### src/rtl/button_step_ctrl.sv
// Debounced pushbutton step controller: 2-flop synchronizer, debounce FSM, one-cycle step strobe.
// Optional auto-repeat while held is enabled by defining STEP_AUTOREPEAT_EN.
module button_step_ctrl #(
    parameter int unsigned CLK_HZ          = 50000000,
    parameter int unsigned DEBOUNCE_MS     = 20,
    parameter int unsigned REPEAT_DELAY_MS = 500,
    parameter int unsigned REPEAT_RATE_MS  = 100
) (
    input  logic       clk,
    input  logic       reset,
    input  logic       button,
    output logic       button_pulse,
    output logic       pressed,
    output logic [7:0] pulse_count
);

    localparam int unsigned DB_CYCLES = CLK_HZ / 1000 * DEBOUNCE_MS;
    localparam int unsigned RD_CYCLES = CLK_HZ / 1000 * REPEAT_DELAY_MS;
    localparam int unsigned RR_CYCLES = CLK_HZ / 1000 * REPEAT_RATE_MS;
    localparam int unsigned CNT_W     = (DB_CYCLES < 2) ? 1 : $clog2(DB_CYCLES);

    // A debounce window under two cycles cannot separate bounce from a press.
    if (DB_CYCLES < 2) begin : g_bad_db
        $error("button_step_ctrl: DB_CYCLES must be at least 2");
    end

    // Repeat timing below two cycles would let strobes abut.
    if (RD_CYCLES < 2 || RR_CYCLES < 2) begin : g_bad_rep
        $error("button_step_ctrl: repeat delay and rate must be at least 2 cycles");
    end

    typedef enum logic [1:0] {
        IDLE         = 2'd0,
        PRESS_WAIT   = 2'd1,
        HELD         = 2'd2,
        RELEASE_WAIT = 2'd3
    } state_e;

    state_e             state_q;
    state_e             state_d;
    logic [1:0]         sync_q;
    logic [1:0]         sync_d;
    logic [CNT_W-1:0]   cnt_q;
    logic [CNT_W-1:0]   cnt_d;
    logic               pulse_q;
    logic               pulse_d;
    logic               pressed_q;
    logic               pressed_d;
    logic [7:0]         pulse_count_q;
    logic [7:0]         pulse_count_d;
    logic               s;
    logic               db_done;

`ifdef STEP_AUTOREPEAT_EN
    localparam int unsigned REP_MAX = (RD_CYCLES > RR_CYCLES) ? RD_CYCLES : RR_CYCLES;
    localparam int unsigned REP_W   = $clog2(REP_MAX);

    logic [REP_W-1:0]   rep_q;
    logic [REP_W-1:0]   rep_d;
`endif

    // Button is active-low: s=0 means pushed.
    assign sync_d  = {sync_q[0], button};
    assign s       = sync_q[1];
    assign db_done = (cnt_q == CNT_W'(DB_CYCLES - 1));

    always_ff @(posedge clk or posedge reset) begin
        if (reset) begin
            state_q <= IDLE;
        end else begin
            state_q <= state_d;
        end
    end

    always_comb begin
        state_d = state_q;
        unique case (state_q)
            IDLE: begin
                if (!s) begin
                    state_d = PRESS_WAIT;
                end
            end
            PRESS_WAIT: begin
                if (s) begin
                    state_d = IDLE;
                end else if (db_done) begin
                    state_d = HELD;
                end
            end
            HELD: begin
                if (s) begin
                    state_d = RELEASE_WAIT;
                end
            end
            RELEASE_WAIT: begin
                if (!s) begin
                    state_d = HELD;
                end else if (db_done) begin
                    state_d = IDLE;
                end
            end
            default: state_d = IDLE;
        endcase
    end

    always_comb begin
        cnt_d     = cnt_q;
        pulse_d   = 1'b0;
        pressed_d = (state_d == HELD) || (state_d == RELEASE_WAIT);
`ifdef STEP_AUTOREPEAT_EN
        rep_d     = rep_q;
`endif
        unique case (state_q)
            IDLE: begin
                cnt_d = '0;
            end
            PRESS_WAIT: begin
                if (!s) begin
                    if (db_done) begin
                        pulse_d = 1'b1;
                    end else begin
                        cnt_d = cnt_q + CNT_W'(1);
                    end
                end
            end
            HELD: begin
                cnt_d = '0;
            end
            RELEASE_WAIT: begin
                if (s && !db_done) begin
                    cnt_d = cnt_q + CNT_W'(1);
                end
            end
            default: cnt_d = '0;
        endcase
`ifdef STEP_AUTOREPEAT_EN
        // Every entry into HELD, including a rejected release, restarts the long delay.
        if (state_d == HELD && state_q != HELD) begin
            rep_d = REP_W'(RD_CYCLES - 1);
        end else if (state_q == HELD && !s) begin
            if (rep_q == '0) begin
                pulse_d = 1'b1;
                rep_d   = REP_W'(RR_CYCLES - 1);
            end else begin
                rep_d = rep_q - REP_W'(1);
            end
        end
`endif
        pulse_count_d = pulse_count_q + 8'(pulse_d);
    end

    // Synchronizer resets to released so a held button reads as a fresh press.
    always_ff @(posedge clk or posedge reset) begin
        if (reset) begin
            sync_q        <= 2'b11;
            cnt_q         <= '0;
            pulse_q       <= 1'b0;
            pressed_q     <= 1'b0;
            pulse_count_q <= 8'd0;
        end else begin
            sync_q        <= sync_d;
            cnt_q         <= cnt_d;
            pulse_q       <= pulse_d;
            pressed_q     <= pressed_d;
            pulse_count_q <= pulse_count_d;
        end
    end

`ifdef STEP_AUTOREPEAT_EN
    always_ff @(posedge clk or posedge reset) begin
        if (reset) begin
            rep_q <= '0;
        end else begin
            rep_q <= rep_d;
        end
    end
`endif

    assign button_pulse = pulse_q;
    assign pressed      = pressed_q;
    assign pulse_count  = pulse_count_q;

endmodule
### config.mk
export PLATFORM = sky130hd
export DESIGN_NAME = button_step_ctrl
export DESIGN_NICKNAME = d
export VERILOG_FILES = /design/src/rtl/button_step_ctrl.sv
export SDC_FILE = /design/constraint.sdc
export NUM_CORES = 1
export LEC_CHECK = 0
export ABC_CLOCK_PERIOD_IN_PS = 2600
export BUFFER_PORTS_ARGS = -buffer_cell sky130_fd_sc_hd__buf_2
export CAP_MARGIN = 20
export CORE_MARGIN = 2
export CORE_UTILIZATION = 45
export CTS_CLUSTER_SIZE = 30
export DETAILED_ROUTE_END_ITERATION = 8
export PLACE_DENSITY_LB_ADDON = 0.3
export SYNTH_ARGS = -nofsm -noshare
export SYNTH_HDL_FRONTEND = slang
export SYNTH_SLANG_ARGS = --single-unit
export TNS_END_PERCENT = 5
### constraint.sdc
create_clock -name clk -period 2.6 [get_ports clk]
set_input_delay 0.52 -clock clk [delete_from_list [all_inputs] [get_ports clk]]
set_output_delay 0.52 -clock clk [all_outputs]
set_load 0.005 [all_outputs]
Yosys cells after proc, flatten, opt, wreduce, memory -nomap -nowiden
Index checks and enable logic that the tools add are counted.
- input port bits: 3
- register bits: 34
- reductions and logical operators: 6
- mux-type cells: 14
- equal/unequal tests: 9
- $add $sub $neg: 2
- operators with widths (cell ; number):
    $mux W20 ; 3
    $pmux W20 S3 ; 1
    $add A20 B1 Y20 const B ; 1
    $eq A20 B20 Y1 const B ; 1
    $mux W2 ; 6
    $add A8 B1 Y8 ; 1
    $eq A2 B2 Y1 const B ; 4
    $pmux W2 S4 ; 1
    $ne A2 B2 Y1 const B ; 3
    $mux W1 ; 3
    $reduce_and A3 Y1 ; 1
    $eq A2 B1 Y1 const B ; 1
    $logic_not A2 Y1 ; 1
    $reduce_or A2 Y1 ; 1
    $logic_and A1 B1 Y1 ; 1
    $logic_not A1 Y1 ; 1
    $logic_or A1 B1 Y1 ; 1

Longest topological paths before layout
- depth in word-level cells: 6
- gate-level depth with buffers: 10

Least setup slack after synthesis
OpenSTA, ideal clock, no wires.
- path kind: register to register
- start point: register cnt_q[12]
- end point: register pulse_count_q[6], in the netlist pulse_count[6]
- setup slack: 0.311 ns
- period minus slack after synthesis: 2.289 ns
- buffers on the path: 0
- stages on the path, launching flop included: 10
- library setup time: 0.079 ns
- arrival time: 2.209 ns
- cells stage by stage: dfrtp_1 or4b_1 nor3_2 nand2_2 nor3_1 ha_1 ha_1 nand3_1 nor2_1 xor2_1
- longest elaborated chain between the ends: 5
- ends and longest elaborated chain (what ; RTL line ; RTL):
    start: declaration ; 43 ; logic [CNT_W-1:0] cnt_q;
    start signal: assignment ; 162 ; cnt_q <= cnt_d;
    $eq A20 B20 Y1 ; 65 ; assign db_done = (cnt_q == CNT_W'(DB_CYCLES - 1));
    $mux W1 ; 119 ; if (db_done) begin
    $mux W1 ; 118 ; if (!s) begin
    $mux W1 ; 113 ; unique case (state_q)
    via pulse_d ; 46 ; logic pulse_d;
    $add A8 B1 Y8 ; 149 ; pulse_count_d = pulse_count_q + 8'(pulse_d);
    via pulse_count_d[6] ; 50 ; logic [7:0] pulse_count_d;
    end signal: assignment ; 165 ; pulse_count_q <= pulse_count_d;
    end: declaration ; 49 ; logic [7:0] pulse_count_q;
The timed path passes the listed nets, and every way through them passes these cells.
A chain may end at the register's enable or synchronous reset.

Worst setup path in the final report
Ends and elaborated chain as after synthesis.

==> reports/metrics.yaml <==
met2_length_um: 1390
dr.first_iter.drc_count: 36
drt-total-wl_um: 2840
syn-num-nets: 151
cts-htree-levels: 2
slowest_delay_ps: 580
synth_flop_cell: "dfrtp_1"
hold_buffers: 0
grt_max_degree: 34
setup_tns_ps: 0
min_path_type: "primary input to asynchronous set/reset pin"
routed-wl-met3_um: 89
die_y_um: 64.0
numClockSinks: 33
antenna_cells: 0
areaGrowthSynthToFinish_pct: 13.1
drcViolationCount: 0
io-pin-count: 13
worst_slew_pin_slew_ps: 531
outcome: "finished clean"
yosysUniqueCellTypes: 36
worstPathMaxFanout: 4
async_reset_ff_frac: 1.00
grt_overflow: 0
synthCells: 145
ff2ff_path_depth: 9
maxSlewViolCount: 0
clockBufferDepth: 2
path_delay_family: "simple AND/OR/NAND/NOR gates"
clock_tree.root_cell: "clkbuf_4"
portBuffers: 12
setup_viol: 0
worstPathRequired_ps: 2860
endpoint_kind: "register"
antenna_found_initial: 0
powerDensity_nw_per_um2: 483
dieWidth_um: 64.0
cp.arrival_ps: 2610
wl_per_cell_um: 13.4
start_util: 0.478
final_cells: 211
multi_input_area_um2: 781
clock_latency_ps: 330
place_inst: 203
ys_seq_elements: 33
path_cells: "or4b_1 > nor3_4 > nand2_2 > nor3_2 > ha_2 > ha_1 > nand3_1 > nor2_1 > xor2_1"
top_layer: "met4"
min_period_over_period: 0.902
path_class: "register to register"
yosysSeqAreaShare: 0.511
fillers: 296
final_cell_mix: "dfrtp_1 (31), and2_1 (15), xnor2_1 (15), nand2_1 (12), buf_2 (12)"
grt.total_usage: 0.156
fmax_ghz: 0.426
cp.depth: 9
netlist_area_um2: 1620
cp_num_buf_inv: 0
vias: 1098
yosysWarnings: 0
finalCriticalPeriod_ps: 2350
ir_drop_uv: 288
rsz0062_at_grt: "no"
path_clk_slew_ps: 100
final_common_cell: "dfrtp_1"
maxCapViolations: 0
crit_slowest_cell: "or4b_1"
fp-row-count: 21
dp_hpwl_um: 1890
via_per_inst: 5.20
critPathLaunchType: "register"
final_hold_viol_count: 0
synth_edf_count: 0
fin_skew_ps: 4.90
die_area_um2: 4100
p_leak_uw: 0.000894
gp_congestion: 0.820
coreArea_um2: 3390
grt_pass1_wl_um: 4910
cts_buffers: 5
drt-met1-wl_um: 1320
regArea_um2: 828
max_slew_margin: 0.645
dr.pass1.iters: 4
ant_nets: 0
timing.hold.ws_ps: 248
post_route_cells_drive_above_1_share: 0.224
cts_tree: "built"
avgSynthCellArea_um2: 11.2
grt_pass1_vias: 1136
fin_nets: 170
-- path summary, 6_finish.rpt --
path | startpoint | to | slack, ps
min reg2reg | sync_q[0] | sync_q[1] | 360
max reg2reg | cnt_q[12] | pulse_count[6] | 250
min | reset | cnt_q[18] | 250
max in group asynchronous | reset | sync_q[0] | 2020
min in group clk | button | sync_q[0] | 280
max | cnt_q[12] | pulse_count[6] | 250
-- metrics by stage --
step	utilization	setup slack [ps]	total power, µW	instance area (µm²)
global route	0.541	56.9	913	1830
floorplan	-	311	556	1620
global placement	0.516	280	564	1750
CTS	0.537	134	895	1820
detailed placement	0.516	202	566	1750
finish	0.541	254	885	1830
-- cells in the mapped netlist, types with 2 or more instances --
master,instances,area [µm²]
a21oi_1,5,25.0
nand4_1,5,31.3
dfrtp_1,31,776
clkbuf_1,3,11.3
ha_1,3,37.5
nand2_1,12,45.0
dfstp_2,2,52.6
nand3_1,11,55.1
nor2_1,3,11.3
o21a_1,2,15.0
mux2i_1,2,20.0
xor2_1,5,43.8
and2_1,15,93.8
and3_2,2,15.0
and4_1,2,17.5
xnor2_1,15,131
and3_1,4,25.0
nand2b_1,2,12.5
inv_1,4,15.0
-- where the power goes --
part           switching [µW]  leakage (µW)  internal, µW  total [µW]
combinational            22.5      0.000402          9.22        31.7
sequential               4.36      0.000451           519         524
clock                     173     0.0000413           157         330
-- per-layer routing --
layer | global-route usage | up-vias
li1 | - | 539
met1 | 0.195 | 539
met2 | 0.250 | 14
met3 | 0.0475 | 6
met4 | 0.0625 | 0
met5 | 0 | -
-- worst register-to-register path, stage by stage (launching register included) --
cell and delay, ps:
dfrtp_1 420, or4b_1 580, nor3_4 230, nand2_2 90, nor3_2 140, ha_2 230, ha_1 190, nand3_1 120
nor2_1 140, xor2_1 140
-- area by class of cell --
cell class,count,share of cell area
Clock inverter,1,0.00273
Sequential cell,33,0.452
Tap cell,46,0.0314
Timing Repair Buffer,15,0.0450
Inverter,4,0.00819
Clock buffer,7,0.0355
Multi-Input combinational cell,105,0.426
-- flip-flops by register name, summed over array words and instances, names as in the netlist --
signal        flops
state_q           1
sync_q            2
button_pulse      1
pulse_count       8
cnt_q            20
pressed           1
-- logic make-up (layout without fill, tap and decap cells) --
| group | Yosys count | count (layout) | synth area share |
|---|---|---|---|
| AO/OA/AOI/OAI | 12 | 12 | 0.0640 |
| buffers and inverters | 7 | 27 | 0.0162 |
| flip-flops | 33 | 33 | 0.511 |
| multiplexers | 2 | 2 | 0.0123 |
| XOR/XNOR | 21 | 21 | 0.118 |
| adder cells (fa/ha/maj) | 3 | 3 | 0.0232 |
| AND/OR/NAND/NOR | 67 | 67 | 0.255 |
-- repair_timing --
item                       in CTS  in global routing
resized for setup               0                  3
setup buffers                   0                  0
setup endpoints to repair       0                  1
Power figures use the tool's default switching activity.
